**src/rtl/nibble_addsub_seq.sv**
```systemverilog
// 16-bit add/subtract computed over four cycles through one shared
// nibble-wide adder; result flags are registered at completion.
module nibble_addsub_seq (
    input  logic        clk,
    input  logic        rst,
    input  logic        start,
    input  logic        sub,
    input  logic [15:0] A,
    input  logic [15:0] B,
    output logic        busy,
    output logic        done,
    output logic [15:0] Sum,
    output logic        Ovfl,
    output logic        Zero,
    output logic        Neg
);

    typedef enum logic [1:0] {
        IDLE = 2'd0,
        CALC = 2'd1,
        DONE = 2'd2
    } state_t;

    state_t      state_q, state_d;
    logic [1:0]  idx_q, idx_d;
    logic        carry_q, carry_d;
    logic [15:0] a_q, a_d;
    logic [15:0] b_q, b_d;
    logic        sub_q, sub_d;
    logic [15:0] part_q, part_d;
    logic [15:0] sum_q, sum_d;
    logic        ovfl_q, ovfl_d;
    logic        zero_q, zero_d;
    logic        neg_q, neg_d;
    logic        busy_q, busy_d;
    logic        done_q, done_d;

    logic [3:0]  a_nib;
    logic [3:0]  b_nib;
    logic [3:0]  bx_nib;
    logic [3:0]  low;
    logic        c_msb;
    logic [3:0]  nib_sum;
    logic        nib_cout;
    logic [15:0] result;

    // Shared nibble adder: operand select, optional inversion, carry chain
    always_comb begin
        a_nib = 4'h0;
        b_nib = 4'h0;
        unique case (idx_q)
            2'd0: begin a_nib = a_q[3:0];   b_nib = b_q[3:0];   end
            2'd1: begin a_nib = a_q[7:4];   b_nib = b_q[7:4];   end
            2'd2: begin a_nib = a_q[11:8];  b_nib = b_q[11:8];  end
            2'd3: begin a_nib = a_q[15:12]; b_nib = b_q[15:12]; end
            default: begin a_nib = 4'h0; b_nib = 4'h0; end
        endcase
        bx_nib   = sub_q ? ~b_nib : b_nib;
        low      = {1'b0, a_nib[2:0]} + {1'b0, bx_nib[2:0]}
                 + {3'b000, carry_q};
        c_msb    = low[3];
        nib_sum  = {a_nib[3] ^ bx_nib[3] ^ c_msb, low[2:0]};
        nib_cout = (a_nib[3] & bx_nib[3])
                 | (c_msb & (a_nib[3] ^ bx_nib[3]));
        result   = {nib_sum, part_q[11:0]};
    end

    // Next-state and next-output computation for the whole controller
    always_comb begin
        state_d = state_q;
        idx_d   = idx_q;
        carry_d = carry_q;
        a_d     = a_q;
        b_d     = b_q;
        sub_d   = sub_q;
        part_d  = part_q;
        sum_d   = sum_q;
        ovfl_d  = ovfl_q;
        zero_d  = zero_q;
        neg_d   = neg_q;
        busy_d  = 1'b0;
        done_d  = 1'b0;
        unique case (state_q)
            IDLE, DONE: begin
                if (start) begin
                    a_d     = A;
                    b_d     = B;
                    sub_d   = sub;
                    idx_d   = 2'd0;
                    carry_d = sub;
                    state_d = CALC;
                    busy_d  = 1'b1;
                end else begin
                    state_d = IDLE;
                end
            end
            CALC: begin
                part_d[{idx_q, 2'b00} +: 4] = nib_sum;
                carry_d = nib_cout;
                if (idx_q == 2'd3) begin
                    sum_d   = result;
                    ovfl_d  = c_msb ^ nib_cout;
                    zero_d  = (result == 16'h0000);
                    neg_d   = result[15];
                    state_d = DONE;
                    done_d  = 1'b1;
                end else begin
                    idx_d   = idx_q + 2'd1;
                    busy_d  = 1'b1;
                end
            end
            default: begin
                state_d = IDLE;
            end
        endcase
    end

    // State register with asynchronous clear of all state and results
    always_ff @(posedge clk or posedge rst) begin
        if (rst) begin
            state_q <= IDLE;
            idx_q   <= 2'd0;
            carry_q <= 1'b0;
            a_q     <= 16'h0000;
            b_q     <= 16'h0000;
            sub_q   <= 1'b0;
            part_q  <= 16'h0000;
            sum_q   <= 16'h0000;
            ovfl_q  <= 1'b0;
            zero_q  <= 1'b0;
            neg_q   <= 1'b0;
            busy_q  <= 1'b0;
            done_q  <= 1'b0;
        end else begin
            state_q <= state_d;
            idx_q   <= idx_d;
            carry_q <= carry_d;
            a_q     <= a_d;
            b_q     <= b_d;
            sub_q   <= sub_d;
            part_q  <= part_d;
            sum_q   <= sum_d;
            ovfl_q  <= ovfl_d;
            zero_q  <= zero_d;
            neg_q   <= neg_d;
            busy_q  <= busy_d;
            done_q  <= done_d;
        end
    end

    assign busy = busy_q;
    assign done = done_q;
    assign Sum  = sum_q;
    assign Ovfl = ovfl_q;
    assign Zero = zero_q;
    assign Neg  = neg_q;

endmodule

```
**config.mk**
```make
export PLATFORM = sky130hd
export DESIGN_NAME = nibble_addsub_seq
export DESIGN_NICKNAME = d
export VERILOG_FILES = /design/src/rtl/nibble_addsub_seq.sv
export SDC_FILE = /design/constraint.sdc
export NUM_CORES = 1
export LEC_CHECK = 0
export BUFFER_PORTS_ARGS = -buffer_cell sky130_fd_sc_hd__buf_2
export CAP_MARGIN = 20
export CORE_UTILIZATION = 50
export CTS_CLUSTER_DIAMETER = 40
export DETAILED_ROUTE_END_ITERATION = 8
export PLACE_DENSITY = 0.7
export SLEW_MARGIN = 15
export SYNTH_ARGS = -nofsm -noshare
export SYNTH_HDL_FRONTEND = slang
export SYNTH_SLANG_ARGS = --single-unit
```
**constraint.sdc**
```tcl
create_clock -name clk -period 3.4 [get_ports clk]
set_input_delay 0.17 -clock clk [delete_from_list [all_inputs] [get_ports clk]]
set_output_delay 0.17 -clock clk [all_outputs]
set_load 0.01 [all_outputs]
```
Yosys cells after proc, flatten, opt, wreduce, memory -nomap -nowiden --
Cells that the tools add are included. W data, S select, Z words.
Storage, ports and cells: input bits 36, logic and storage cells 60, bits in registers 75
Operators by class: add/sub/neg operators 4, reduce and logical (&&, ||, !) cells 9, muxes and demuxes 17, bitwise operators 7, eq/ne operators 8, shift operators 2
Operators with widths (count):
- $pmux W4 S4 | 2
- $bwmux W16 | 1
- $logic_not A16 Y1 | 1
- $shift A4 B6 Y16 const A | 1
- $shiftx A4 B6 Y16 | 1
- $pmux W2 S2 | 2
- $eq A2 B2 Y1 const B | 3
- $mux W1 | 6
- $mux W2 | 3
- $ne A2 B2 Y1 const B | 3
- $neg A4 Y6 | 1
- $reduce_and A2 Y1 | 3
- $add A3 B3 Y4 | 1
- $add A4 B1 Y4 | 1
- $eq A2 B1 Y1 const B | 2
- $logic_not A2 Y1 | 2
- $mux W4 | 1
- $not A4 Y4 | 1
- $pmux W1 S2 | 2
- $reduce_and A3 Y1 | 1
- $xor A1 B1 Y1 | 3
- $add A2 B1 Y2 const B | 1
- $and A1 B1 Y1 | 2
- $reduce_bool A2 Y1 | 1
- 2 further kinds | 2

Depth between registers and ports, before layout --
depth in word-level cells 9, depth in mapped cells 13, gate-level depth less buffers 12

Worst setup path before layout --
No wires, ideal clock.
kind flip-flop to flip-flop, from reg idx_q[0], to reg zero_q (netlist: Zero), cell stages (with the launch flop) 14, required time 3.317 ns, clock period less this slack 3.036 ns, arrival 2.953 ns, path buffers 1, setup time 0.083 ns, slack 0.364 ns, path through dfrtp_1 -> inv_1 -> ha_1 -> buf_2 -> a222oi_1 -> a21oi_1 -> xnor2_1 -> fa_1 -> nand3b_1 -> nand2_1 -> fa_1 -> nor3_1 -> nand4_1 -> o21ai_0
Between the ends: word-level cells in the longest chain between the ends 8, elaborated cells on any way between the ends 14, those cells by class add/sub (2); eq/ne (3); mux (3); bitwise (3); reduce/logical (3)
Ends and longest elaborated chain:
- start, declared | line 25 | logic [1:0] idx_q, idx_d;
- start signal, assigned | line 136 | idx_q <= idx_d;
- $eq A2 B2 Y1, or another cell as far along | line 51 | unique case (idx_q)
- $pmux W4 S4 | line 51
- $not A4 Y4 | line 58 | bx_nib = sub_q ? ~b_nib : b_nib;
- $mux W4 | line 58
- $add A3 B3 Y4 | line 59 | low = {1'b0, a_nib[2:0]} + {1'b0, bx_nib[2:0]}
- $add A4 B1 Y4 | line 60 | + {3'b000, carry_q};
- $xor A1 B1 Y1 * | line 62 | nib_sum = {a_nib[3] ^ bx_nib[3] ^ c_msb, low[2:0]};
- net nib_sum[3] | line 43 | logic [3:0] nib_sum;
- $logic_not A16 Y1 * | line 103 | zero_d = (result == 16'h0000);
- end signal, assigned | line 144 | zero_q <= zero_d;
- end, declared | line 33 | logic zero_q, zero_d;
The timed path passes the listed nets; every way through them passes the cells marked *. A chain may end at the register's enable or synchronous reset.

Final worst setup path --
from reg idx_q[1], to reg zero_q (netlist: Zero)
The elaborated chain is that of the path after synthesis.

==> impl_results.html <==
<table>
<tr><th>Metric</th><th>Value</th></tr>
<tr><th colspan="2">Power and ir drop</th></tr>
<tr><td>Relative contribution of sequential cells to total power</td><td>about a third</td></tr>
<tr><td>Gate power share</td><td>49.7%</td></tr>
<tr><td>Pwr Total</td><td>about 4.4 mW</td></tr>
<tr><td>Part of the power in the clock network</td><td>16.9%</td></tr>
<tr><td>Largest vdd supply drop</td><td>roughly 0.63 mV</td></tr>
<tr><td>Reported leakage power</td><td>1.86 nW</td></tr>
<tr><td>Power per unit of standard cell area</td><td>1160 nW/um2</td></tr>
<tr><td>Pint</td><td>2.63 mW</td></tr>
<tr><td>Net Sw Power</td><td>between 1.5 and 2 mW</td></tr>
<tr><td>Sw Share</td><td>39.9%</td></tr>
<tr><th colspan="2">Synth</th></tr>
<tr><td>Count of mapped cells out of synthesis</td><td>274</td></tr>
<tr><td>Synthesized netlist net count</td><td>320</td></tr>
<tr><td>Most frequent cell after synthesis</td><td>sky130_fd_sc_hd__dfrtp_1</td></tr>
<tr><td>Library cells used by synthesis</td><td>42</td></tr>
<tr><td>Number of register bits inferred by synthesis</td><td>70</td></tr>
<tr><td>Post-synthesis sequential area ratio</td><td>55.1%</td></tr>
<tr><td>Area of the mapped netlist</td><td>3180 um2</td></tr>
<tr><td>Leading area contributor after synthesis</td><td>sky130_fd_sc_hd__dfrtp_1</td></tr>
<tr><td>Area share of the largest cell type after synthesis</td><td>55.1%</td></tr>
<tr><td>Most used flip-flop cell after synthesis</td><td>sky130_fd_sc_hd__dfrtp_1</td></tr>
<tr><td>Mean Syn Cell Area</td><td>around 12 um2</td></tr>
<tr><td>Ranking of synthesized cells by area</td><td>sky130_fd_sc_hd__dfrtp_1 55%, sky130_fd_sc_hd__mux2_2 12%, sky130_fd_sc_hd__nand2_1 7.0%, sky130_fd_sc_hd__ha_1 2.8%, sky130_fd_sc_hd__a222oi_1 2.2%</td></tr>
<tr><td>Top cells by count, synth</td><td>70 x sky130_fd_sc_hd__dfrtp_1, 59 x sky130_fd_sc_hd__nand2_1, 34 x sky130_fd_sc_hd__mux2_2</td></tr>
<tr><td>Number of synthesized flops with an enable pin</td><td>0</td></tr>
<tr><td>Fraction of registers with async set or reset after synthesis</td><td>100%</td></tr>
<tr><td>Count of warnings emitted by yosys</td><td>0</td></tr>
<tr><th colspan="2">Timing</th></tr>
<tr><td>Endpoints failing setup</td><td>0</td></tr>
<tr><td>Final Hold Viols</td><td>0</td></tr>
<tr><td>Final sum of negative setup slack</td><td>0 ps</td></tr>
<tr><td>Final worst-path cycle share</td><td>93.0%</td></tr>
<tr><td>Worst Skew</td><td>13.7 ps</td></tr>
<tr><td>Min setup slack post-route</td><td>237 ps</td></tr>
<tr><td>Tightest Pin Transition</td><td>622 ps</td></tr>
<tr><td>Final-report max-slew violation count</td><td>0</td></tr>
<tr><td>Timing-limited maximum frequency</td><td>316 MHz</td></tr>
<tr><td>Remaining max-slew budget at the tightest pin</td><td>58.5%</td></tr>
<tr><td>Final critical-path required period</td><td>around 3200 ps</td></tr>
<tr><th colspan="2">Clock network</th></tr>
<tr><td>Number of H-tree branching levels</td><td>3</td></tr>
<tr><td>Clock buffers created by TritonCTS</td><td>9</td></tr>
<tr><td>Clock tree from TritonCTS</td><td>done</td></tr>
<tr><td>Number of buffers between clock root and the deepest sink</td><td>2</td></tr>
<tr><td>Library cell used as clock root buffer</td><td>sky130_fd_sc_hd__clkbuf_8</td></tr>
<tr><td>Clock Sinks</td><td>70</td></tr>
<tr><td>Clock latency on the worst-skew pair</td><td>330 ps</td></tr>
<tr><td>Clock-pin transition on the worst setup and hold timing paths</td><td>80 ps</td></tr>
<tr><th colspan="2">Routing</th></tr>
<tr><td>Iteration count of the initial detailed-routing pass</td><td>6</td></tr>
<tr><td>Average wire per cell in the routed design</td><td>14.9 um</td></tr>
<tr><td>Via count normalized by instance count</td><td>5.31</td></tr>
<tr><td>Post-route ant nets</td><td>0</td></tr>
<tr><td>Detailed router's first-iteration violation count</td><td>154</td></tr>
<tr><td>Routed wire length</td><td>6180 um</td></tr>
<tr><td>Detailed-route DRC error count</td><td>0</td></tr>
<tr><td>Total via count in the routed design</td><td>2211</td></tr>
<tr><th colspan="2">Worst setup path</th></tr>
<tr><td>Crit path launch type</td><td>flop</td></tr>
<tr><td>Setup Crit Path Kind</td><td>reg -&gt; reg</td></tr>
<tr><td>Arrival @ worst endpoint</td><td>3410 ps</td></tr>
<tr><td>Critical path required time</td><td>3650 ps</td></tr>
<tr><td>Largest driver fanout on the critical path</td><td>9</td></tr>
<tr><td>Crit end category</td><td>flop</td></tr>
<tr><th colspan="2">GRT</th></tr>
<tr><td>Remaining global-route overflow</td><td>0</td></tr>
<tr><td>Number of global-route vias before repair</td><td>between 2000 and 2500</td></tr>
<tr><td>Global-route wire length before repair</td><td>10200 um</td></tr>
<tr><td>Pin count of the biggest net entering global routing</td><td>42</td></tr>
<tr><td>Initial antenna violation count</td><td>0</td></tr>
<tr><td>Global routing usage summed across all routing layers</td><td>roughly a fifth</td></tr>
<tr><th colspan="2">Final layout</th></tr>
<tr><td>Area delta synth-&gt;final</td><td>19.0%</td></tr>
<tr><td>Final Core Density</td><td>62.7%</td></tr>
<tr><td>Fillcell total</td><td>504</td></tr>
<tr><td>Layout cells sized above 1</td><td>37.0%</td></tr>
<tr><td>Inserted Diodes</td><td>0</td></tr>
<tr><td>Multi-input combinational cell area</td><td>around 1300 um2</td></tr>
<tr><td>Flip-flop and latch area</td><td>1750 um2</td></tr>
<tr><td>NumNets Final</td><td>382</td></tr>
<tr><th colspan="2">Outcome</th></tr>
<tr><td>Status</td><td>completed</td></tr>
<tr><th colspan="2">Die</th></tr>
<tr><td>Vert. Die Dim</td><td>~82 um</td></tr>
<tr><td>Chip width</td><td>81.7 um</td></tr>
<tr><td>Placeable core area</td><td>about 6000 um2</td></tr>
<tr><td>I/O pin cnt</td><td>57</td></tr>
<tr><td>Initial core utilization</td><td>52.7%</td></tr>
<tr><td>Area of the die</td><td>6680 um2</td></tr>
<tr><td>Num rows</td><td>28</td></tr>
<tr><th colspan="2">Placement</th></tr>
<tr><td>Estimated wirelength of the detail-placed design</td><td>4480 um</td></tr>
<tr><td>Post-placement setup slack</td><td>135 ps</td></tr>
<tr><td>Quantity of I/O buffers inserted on ports</td><td>56</td></tr>
<tr><td>Routability congestion estimate</td><td>0.803</td></tr>
<tr><th colspan="2">Flow run</th></tr>
<tr><td>Maxcap violations</td><td>0</td></tr>
<tr><th colspan="2">Hold path</th></tr>
<tr><td>Kind of path behind the tightest hold check</td><td>in -&gt; reg</td></tr>
</table>
critical path, cell delays in order (launching register included):
cell                       delay, ps
sky130_fd_sc_hd__dfrtp_1         400
sky130_fd_sc_hd__inv_1           110
sky130_fd_sc_hd__ha_2            260
sky130_fd_sc_hd__a222oi_1        360
sky130_fd_sc_hd__a21oi_1         130
sky130_fd_sc_hd__xnor2_1         160
sky130_fd_sc_hd__fa_1            400
sky130_fd_sc_hd__nand3b_1        200
sky130_fd_sc_hd__nand2_1         110
sky130_fd_sc_hd__fa_1            460
sky130_fd_sc_hd__nor3_1          200
sky130_fd_sc_hd__nand4_1         110
sky130_fd_sc_hd__o21ai_0         180
state kept, by name, indices dropped and copies added (netlist names):
register / count
Zero: 1
a_q: 16
Ovfl: 1
sub_q: 1
b_q: 16
done: 1
busy: 1
idx_q: 2
carry_q: 1
Sum: 16
state_q: 2
part_q: 12
cells in the final DEF, fill, tap and decap left out, drive strengths merged, types with 2 or more instances in the layout:
cell type,n
nor4b,2
a21o,3
nor2,5
buf,64
a222oi,7
clkinv,3
inv,10
nor3,2
mux2,34
xnor2,3
a21oi,8
clkbuf,11
xor2,4
nand2,59
ha,7
fa,3
nor2b,5
o21ai,15
o31ai,2
bufinv,2
nand3b,6
o41ai,2
dfrtp,70
cells by family after synthesis:
logic type | count (synthesis) | synth area share [%]
buffers and inverters | 24 | 3.54
flip-flops | 70 | 55.1
multiplexers | 35 | 12.4
XOR/XNOR | 7 | 1.93
AO/OA/AOI/OAI | 41 | 8.82
AND/OR/NAND/NOR | 87 | 13.5
adder cells (fa/ha/maj) | 10 | 4.65
cell type report:
type | count | share of cell area, %
sequential | 70 | 46.4
tap | 75 | 2.48
inverter | 10 | 0.993
multi-input combinational | 180 | 35.0
clock buffer | 11 | 3.74
timing repair buffer | 65 | 9.27
clock inverter | 5 | 2.18
power groups by stage:
stage | clock [mW] | combinational [mW] | sequential [mW]
6_report | 0.740 | 2.17 | 1.46
5_1_grt | 0.799 | 2.44 | 1.51
4_1_cts | 0.752 | 2.19 | 1.46
3_5_place_dp | 0 | 2.17 | 1.47
3_3_place_gp | 0 | 2.12 | 1.46
2_1_floorplan | 0 | 1.58 | 1.42
metrics by stage:
step / cells / hold slack (ps) / instance area, um2
detailed placement: 399 / 286 / 3540
global placement: 399 / 281 / 3540
CTS: 416 / 54.3 / 3770
global route: 416 / 51.1 / 3780
floorplan: 274 / 297 / 3180
finish: 416 / 61.5 / 3780
per-layer routing:
layer | track usage [%] | vias to the layer above | part of all wire (%)
li1 | - | 1073 | -
met1 | 28.6 | 1068 | 47
met2 | 32.6 | 61 | 47
met3 | 4.33 | 9 | 4.2
met4 | 7.37 | 0 | 1.4
met5 | 0 | - | 0
worst paths after layout:
kind	start	endpoint	slack (ps)	cells past startpoint
min reg2reg	Sum[6]$_DFFE_PP0P_	Sum[6]$_DFFE_PP0P_	470	2
min in group asynchronous	rst	a_q[10]$_DFFE_PP0P_	460	3
max reg2reg	idx_q[1]$_DFFE_PP0P_	Zero$_DFFE_PP0P_	240	12
max	idx_q[1]$_DFFE_PP0P_	Zero$_DFFE_PP0P_	240	12
min	B[14]	b_q[14]$_DFFE_PP0P_	60	2
max in group asynchronous	rst	idx_q[0]$_DFFE_PP0P_	1990	4
timing repair:
item	4_1_cts	5_1_grt
hold buffers	1	0
endpoints found under the hold margin	29	0
buffers inserted	0	0
setup endpoints to repair	0	2
gates resized for setup	0	4
Power figures use the tool's default switching activity.
